[src/rtl/crypt_pkg.sv]
// Shared definitions for the encrypted-word format: field positions, cipher
// selects and the key/rotation helpers used by both encrypt and decrypt paths.
package crypt_pkg;

    localparam int WORD_W  = 78;
    localparam int K6_HI   = 77;
    localparam int K6_LO   = 72;
    localparam int K11_HI  = 71;
    localparam int K11_LO  = 61;
    localparam int PAR_BIT = 60;
    localparam int DATA_HI = 59;
    localparam int DATA_LO = 0;

    typedef enum logic [1:0] {
        SEL_XOR = 2'd0,
        SEL_ROT = 2'd1,
        SEL_ADD = 2'd2,
        SEL_REV = 2'd3
    } sel_e;

    typedef enum logic [1:0] {
        ST_IDLE = 2'd0,
        ST_RUN  = 2'd1,
        ST_DONE = 2'd2
    } state_e;

    function automatic logic [59:0] keystream(input logic [4:0] k6_lo, input logic [10:0] k11);
        return {k11, k11, k11, k11, k11, k6_lo};
    endfunction

    function automatic logic [59:0] bitrev60(input logic [59:0] v);
        logic [59:0] r;
        for (int i = 0; i < 60; i++) begin
            r[i] = v[59-i];
        end
        return r;
    endfunction

    // k6 spans 0..63, but only 0..59 is a meaningful rotation of a 60-bit ring
    function automatic logic [5:0] rot_amount(input logic [5:0] k6);
        return (k6 >= 6'd60) ? (k6 - 6'd60) : k6;
    endfunction

endpackage

[src/rtl/decrypt_recover.sv]
// Combinational plaintext recovery from an already-unrotated cipher word,
// keystream and cipher select; also reports the plaintext parity.
module decrypt_recover
    import crypt_pkg::*;
(
    input  logic [59:0] i_cipher,
    input  logic [59:0] i_key,
    input  sel_e        i_sel,
    output logic [59:0] o_plain,
    output logic        o_parity
);

    logic [59:0] w_xor;

    assign w_xor = i_cipher ^ i_key;

    always_comb begin
        o_plain = w_xor;
        case (i_sel)
            SEL_XOR: o_plain = w_xor;
            SEL_ROT: o_plain = w_xor;
            SEL_ADD: o_plain = i_cipher - i_key;
            SEL_REV: o_plain = bitrev60(w_xor);
            default: o_plain = w_xor;
        endcase
    end

    assign o_parity = ^o_plain;

endmodule

[src/rtl/decrypter.sv]
// Receive-side decrypter: accepts a 78-bit encrypted word, undoes the rotation
// one bit per cycle when needed, and holds the plaintext until consumed.
module decrypter
    import crypt_pkg::*;
#(
    parameter int DATA_W       = 60,
    parameter bit CHECK_PARITY = 1'b1
) (
    input  logic              Clk,
    input  logic              Rst,
    input  logic              in_valid,
    output logic              in_ready,
    input  logic [WORD_W-1:0] data_encrypted,
    output logic              out_valid,
    input  logic              out_ready,
    output logic [DATA_W-1:0] data_decrypted,
    output logic              parity_error
);

    if (DATA_W != 60) begin : g_bad_width
        $error("decrypter: only DATA_W=60 is supported");
    end

    state_e      r_state;
    state_e      w_state_nxt;
    logic [59:0] r_c;
    logic [5:0]  r_k6;
    logic [10:0] r_k11;
    logic        r_par;
    logic [5:0]  r_cnt;
    logic [59:0] r_data;
    logic        r_perr;

    sel_e        w_sel;
    logic [5:0]  w_r;
    logic [59:0] w_key;
    logic        w_rot_more;
    logic        w_load;
    logic        w_step;
    logic        w_capture;
    logic [59:0] w_plain;
    logic        w_plain_par;

    assign w_sel      = sel_e'(r_k6[1:0]);
    assign w_r        = rot_amount(r_k6);
    assign w_key      = keystream(r_k6[4:0], r_k11);
    assign w_rot_more = (w_sel == SEL_ROT) && (r_cnt != w_r);

    always_ff @(posedge Clk or posedge Rst) begin
        if (Rst) r_state <= ST_IDLE;
        else     r_state <= w_state_nxt;
    end

    always_comb begin
        w_state_nxt = r_state;
        case (r_state)
            ST_IDLE: if (in_valid)    w_state_nxt = ST_RUN;
            ST_RUN:  if (!w_rot_more) w_state_nxt = ST_DONE;
            ST_DONE: if (out_ready)   w_state_nxt = ST_IDLE;
            default:                  w_state_nxt = ST_IDLE;
        endcase
    end

    always_comb begin
        in_ready  = (r_state == ST_IDLE);
        out_valid = (r_state == ST_DONE);
        w_load    = (r_state == ST_IDLE) && in_valid;
        w_step    = (r_state == ST_RUN) && w_rot_more;
        w_capture = (r_state == ST_RUN) && !w_rot_more;
    end

    decrypt_recover u_recover (
        .i_cipher (r_c),
        .i_key    (w_key),
        .i_sel    (w_sel),
        .o_plain  (w_plain),
        .o_parity (w_plain_par)
    );

    always_ff @(posedge Clk or posedge Rst) begin
        if (Rst) begin
            r_c    <= '0;
            r_k6   <= '0;
            r_k11  <= '0;
            r_par  <= 1'b0;
            r_cnt  <= '0;
            r_data <= '0;
            r_perr <= 1'b0;
        end else begin
            if (w_load) begin
                r_c   <= data_encrypted[DATA_HI:DATA_LO];
                r_k6  <= data_encrypted[K6_HI:K6_LO];
                r_k11 <= data_encrypted[K11_HI:K11_LO];
                r_par <= data_encrypted[PAR_BIT];
                r_cnt <= '0;
            end
            // right-rotate one position per cycle to undo the sender's left rotate
            if (w_step) begin
                r_c   <= {r_c[0], r_c[59:1]};
                r_cnt <= r_cnt + 6'd1;
            end
            if (w_capture) begin
                r_data <= w_plain;
                r_perr <= CHECK_PARITY ? (w_plain_par != r_par) : 1'b0;
            end
        end
    end

    assign data_decrypted = r_data;
    assign parity_error   = r_perr;

endmodule

[config.mk]
export PLATFORM = sky130hd
export DESIGN_NAME = decrypter
export DESIGN_NICKNAME = d
export VERILOG_FILES = /design/src/rtl/crypt_pkg.sv /design/src/rtl/decrypt_recover.sv /design/src/rtl/decrypter.sv
export SDC_FILE = /design/constraint.sdc
export NUM_CORES = 1
export LEC_CHECK = 0
export BUFFER_PORTS_ARGS = -buffer_cell sky130_fd_sc_hd__buf_2
export CORE_AREA = 2 2 148 150
export DETAILED_ROUTE_END_ITERATION = 8
export DIE_AREA = 0 0 150 152
export PLACE_DENSITY_LB_ADDON = 0.08
export SLEW_MARGIN = 20
export SYNTH_ARGS = -nofsm -noshare
export SYNTH_HDL_FRONTEND = slang
export SYNTH_SLANG_ARGS = --single-unit
[constraint.sdc]
create_clock -name Clk -period 8.75 [get_ports Clk]
set_input_delay 1.75 -clock Clk [delete_from_list [all_inputs] [get_ports Clk]]
set_output_delay 1.75 -clock Clk [all_outputs]
set_load 0.005 [all_outputs]
* Word-level counts from Yosys, hierarchy flattened *
Index checks and enable logic that the tools add are counted.

storage, ports and cells
  flip-flop bits (word level) = 147
  bits of input ports = 82
  output and inout port bits = 63
  logic and storage cells = 44

cells by class
  add/subtract/negate cells = 3
  magnitude comparators = 1
  eq/ne operators = 10
  multiplexer cells = 10
  bitwise operators = 1
  reductions and logical operators = 11

operators by type and width
  cell                                                   number
  case mux 60 bit (3 select lines)                       1
  2-to-1 mux 60 bit                                      2
  XOR reduction 60 bit                                   1
  subtractor 60 bit                                      1
  XOR 60 bit                                             1
  2-to-1 mux 6 bit                                       3
  adder 6 x 1 -> 6 bit, second input constant            1
  == test 2 bit, second input constant                   3
  >= comparator 6 bit, second input constant             1
  2-to-1 mux 2 bit                                       3
  inequality test 6 bit                                  1
  case mux 2 bit (3 select lines)                        1
  subtractor 6 bit, second input constant                1
  == test 2 x 1 -> 1 bit, second input constant          2
  logical AND 1 bit                                      4
  logical NOT 2 bit                                      2
  inequality test 2 bit, second input constant           2
  AND reduction 3 bit                                    1
  inequality test 2 x 1 -> 1 bit, second input constant  1
  nonzero test 2 bit                                     1
  OR reduction 2 bit                                     1
  logical NOT 1 bit                                      1
  inequality test 1 bit                                  1

* Depth between registers and ports, before layout *
  depth after elaboration = 6
  depth in mapped cells = 20
  mapped depth without buffers = 18

* Modules after synthesis *
Synthesis repeated with hierarchy kept, for this count alone.

second synthesis, totals
  cell total of the unflattened synthesis = 1,416
  area, all modules = 12,431.9 um^2

by module, submodules not included
  module           times used  cells each  area each (um^2)  seq. area each (um^2)
  decrypter        1           525         6,536.3           3,678.5
  decrypt_recover  1           891         5,895.7           0.0

* Worst setup path after synthesis *
No wires, ideal clock.

  path kind = reg2reg
  start = register r_k6[1]
  end = register r_perr, in the netlist parity_error
  setup time = 0.077 ns
  data arrival time = 4.754 ns
  required time = 8.673 ns
  slack = 3.918 ns
  stages on the path, launching flop included = 20
  buffers on the path = 3
  period minus slack after synthesis = 4.832 ns
  path through = dfrtp_1 clkbuf_1 inv_1 clkbuf_1 clkbuf_1 ha_1 nand3b_2 a32oi_4 a221o_4 a21oi_2 o21bai_2 mux2i_1 a221o_1 xnor3_1 xnor3_1 xnor3_1 xnor2_1 xnor3_1 xnor3_1 a21oi_1

between the ends
  word-level cells in the longest chain between the ends = 6
  elaborated cells between the ends (all ways) = 17
  those cells by class = 2 x add/sub; 1 x order compare; 5 x eq/ne; 2 x mux; 1 x bitwise; 6 x reduce/logical

RTL lines
  what                                                       RTL line          RTL
  from (decl)                                                decrypter.sv:27   logic [5:0] r_k6;
  from (signal assigned)                                     decrypter.sv:92   r_k6 <= data_encrypted[K6_HI:K6_LO];
  branches (longest 6 deep; another with subtractor 60 bit)  -
  to (signal assigned)                                       decrypter.sv:104  r_perr <= CHECK_PARITY ? (w_plain_par != r_par) : 1'b0;
  to (decl)                                                  decrypter.sv:32   logic r_perr;

Parallel ways; which one is timed is not known.
A chain may end at the register's enable or synchronous reset.

* Final worst setup path *
Same ends and word-level chain as after synthesis.

==> flow_metrics.py <==
metrics = {
    "outcome": {
        "outcome": "finished, final reports clean",
    },
    "worst_setup_path": {
        "reg2reg_slack_ns": 2.62,
        "critPathMaxFanout": 100,
        "arrival_ns": 6.48,
        "cp-end-kind": "flop",
        "critical_path.startpoint_type": "flop",
        "required_ns": 9.10,
        "path_class": "flop to flop",
    },
    "synth": {
        "synthesis.area_mm2": 0.01146,
        "synth_edf_count": 0,
        "synth.area.top_cells": "dfrtp_1 (32%), nand2_1 (8.2%), ha_1 (6.7%)",
        "ys_ff_latch": 147,
        "syn-instance-count": 1343,
        "synth_top_cell_by_area": "dfrtp_1",
        "ys.flop_type": "dfrtp_1",
        "synthArstFlopShare": 1.000,
        "ys_seq_area_frac": 0.3209,
        "syn_area_per_cell_um2": 8.535,
        "synth_top_area_frac": 0.3209,
        "synth_cell_types": 86,
        "syn-num-nets": 1487,
        "yosys_warnings": 0,
    },
    "placement": {
        "io_buffer_count": 144,
        "place_hpwl_um": 28380,
        "gp_congestion": 0.9808,
    },
    "clock_tree": {
        "ctsResizeCount": 0,
        "cts_num_sinks": 147,
        "holdBufCountCts": 0,
        "clk_latency_ns": 0.43,
        "h-tree-depth": 4,
        "cts_made_buffers": 17,
        "cts_buffer_depth": 2,
        "cts_tree": "built",
        "clk_pin_slew_ns": 0.07,
        "root_buffer": "clkbuf_16",
        "cts_setup_buffers": 0,
    },
    "floorplanning": {
        "die_area_mm2": 0.02280,
        "boundaryPins": 145,
        "die_y_um": 152,
        "core_mm2": 0.02135,
        "rows": 54,
        "dieWidth_um": 150,
        "start_util": 0.5369,
    },
    "global_route": {
        "grtUsageTotal": 0.3372,
        "grt_pass1_wl_um": 58860,
        "grt_pass1_vias": 10420,
        "grt_max_degree": 101,
        "overflow": 0,
        "antenna_found_initial": 1,
    },
    "timing": {
        "finalMaxSlewViolations": 0,
        "worst_pin_slew_ns": 1.041,
        "setup_viol": 0,
        "relSlewSlack": 0.3058,
        "skew_ns": 0.01432,
        "fmaxAchievable_mhz": 163.2,
        "fin_crit_sh": 0.7003,
        "rsz0062_at_grt": "no",
        "hold_viol_final": 0,
        "finalCriticalPeriod_ns": 6.128,
        "setup_tns_ns": 0,
    },
    "routing": {
        "wl_met1_um": 15350,
        "totalWireLength_um": 38180,
        "firstDrtPassIters": 5,
        "ant_nets": 0,
        "drtIter0Drc": 993,
        "wl_met3_um": 2055,
        "top_layer_used": "met5",
        "wl_per_cell_um": 22.43,
        "drc": 0,
        "viasPerCell": 6.276,
        "wl_met2_um": 18880,
        "vias": 10680,
    },
    "worst_hold_path": {
        "hold_path.class": "flop to flop",
    },
    "final_layout": {
        "drive_above_1_share": 0.1976,
        "num-nets-final": 1553,
        "area_delta_synth_final_pct": 11.89,
        "diodes": 0,
    },
    "job": {
        "drv_cap": 0,
    },
}
## path summary, 6_finish.rpt
| check | startpoint | endpoint | cells past startpoint |
|---|---|---|---|
| worst max-delay path | r_k6[1] | parity_error | 17 |
| worst min-delay path | r_cnt[5] | r_cnt[5] | 1 |
| worst max register to register | r_k6[1] | parity_error | 17 |
| worst min register to register | r_cnt[5] | r_cnt[5] | 1 |
| max in group asynchronous | Rst | data_decrypted[26] | 3 |
| min in group asynchronous | Rst | r_c[2] | 2 |
## per-stage QoR
| step | instances | hold WS, ns | utilization | setup slack (ns) | area [µm²] |
|---|---|---|---|---|---|
| global route | 1702 | 0.5125 | 0.6007 | 2.297 | 12820 |
| floorplan | 1343 | 0.4652 | - | 3.049 | 11460 |
| detailed placement | 1670 | 0.4902 | 0.5709 | 2.792 | 12190 |
| finish | 1702 | 0.4961 | 0.6007 | 2.622 | 12820 |
| CTS | 1702 | 0.5032 | 0.6004 | 2.715 | 12820 |
| global placement | 1670 | 0.4793 | 0.5709 | 2.902 | 12190 |
## placed cells by master, fill, tap and decap left out, types with 7 or more instances in the layout
cell type	instances
nand2_1	249
dfrtp_1	146
buf_2	144
a21oi_1	99
nor2_1	70
o21ai_0	66
a22oi_1	63
ha_1	61
mux2_2	48
mux2i_1	40
a21o_1	39
inv_1	34
o22ai_1	33
xnor2_1	27
nand3_1	22
nand4_1	21
clkbuf_16	17
xor2_1	15
nor3_1	15
o21bai_1	13
xnor3_1	11
buf_4	11
o21ai_1	9
o221ai_1	9
and3_1	7
o21a_1	7
nor2b_1	7
a221oi_1	7
inv_6	7
## cells in the mapped netlist (3+ instances only)
cell type and n:
o221ai_1 9, inv_1 35, nand4_1 21, mux2i_1 40, a221oi_1 7, a21o_1 39, and4_1 6, nor2_1 73
mux2_2 48, a31oi_1 4, o22ai_1 33, or3_1 3, nand2b_1 6, ha_1 61, nand2_1 249, a221o_1 6
a22oi_1 63, o21bai_1 13, nor2b_1 7, o21ai_0 66, dfrtp_1 147, and3_1 7, nor4_1 3, o21ai_1 9
xor2_1 15, nor3_1 15, a21oi_2 5, xnor2_2 3, nand3_1 22, clkbuf_1 66, buf_2 29, xnor3_1 11
o21ai_2 3, buf_4 4, o31ai_1 7, buf_1 9, xnor2_1 27, a31o_2 3, o21a_1 7, a21oi_1 99
o211ai_1 4
## layer usage
layer	vias up	GRT usage
li1	5006	-
met1	5162	0.4160
met2	398	0.5732
met3	113	0.05646
met4	2	0.1563
met5	-	0
## layout make-up
| class | instances | area (µm²) |
|---|---|---|
| Timing Repair Buffer | 155 | 803.3 |
| Multi-Input combinational cell | 1053 | 7224 |
| Tap cell | 280 | 350.3 |
| Sequential cell | 147 | 3680 |
| Fill cell | 1981 | 8526 |
| Clock buffer | 17 | 425.4 |
| Inverter | 35 | 136.4 |
| Clock inverter | 15 | 205.2 |
## registers in the layout, indices dropped and copies added (netlist names)
signal and flops:
data_decrypted 60, parity_error 1, r_c 60, r_cnt 6
r_k11 11, r_k6 6, r_par 1, r_state 2
## kinds of logic (layout without fill, tap and decap cells)
group                    count (synthesis)  count (layout)  share of synthesized area
AND/OR/NAND/NOR                        428             428                     0.1653
AO/OA/AOI/OAI                          418             418                     0.2528
flip-flops                             147             147                     0.3209
buffers and inverters                  143             222                    0.05130
multiplexers                            89              89                    0.08340
adder cells (fa/ha/maj)                 62              62                    0.06833
XOR/XNOR                                56              56                    0.05796
## critical path: stages, from the launching register on
cell      delay, ns
dfrtp_2        0.35
buf_4          0.75
inv_1          0.74
ha_1           0.56
nand3b_2       0.14
a32oi_4        0.15
a221o_4        0.49
a21oi_2        0.20
o21bai_2       0.10
mux2i_1        0.12
a221o_1        0.34
xnor3_1        0.37
xnor3_1        0.28
xnor3_1        0.47
xnor2_1        0.20
xnor3_1        0.26
xnor3_1        0.34
a21oi_1        0.15
Power is left out: the tool's default activity adds up to more than one toggle a clock period on the data nets, which glitch-free logic cannot reach.
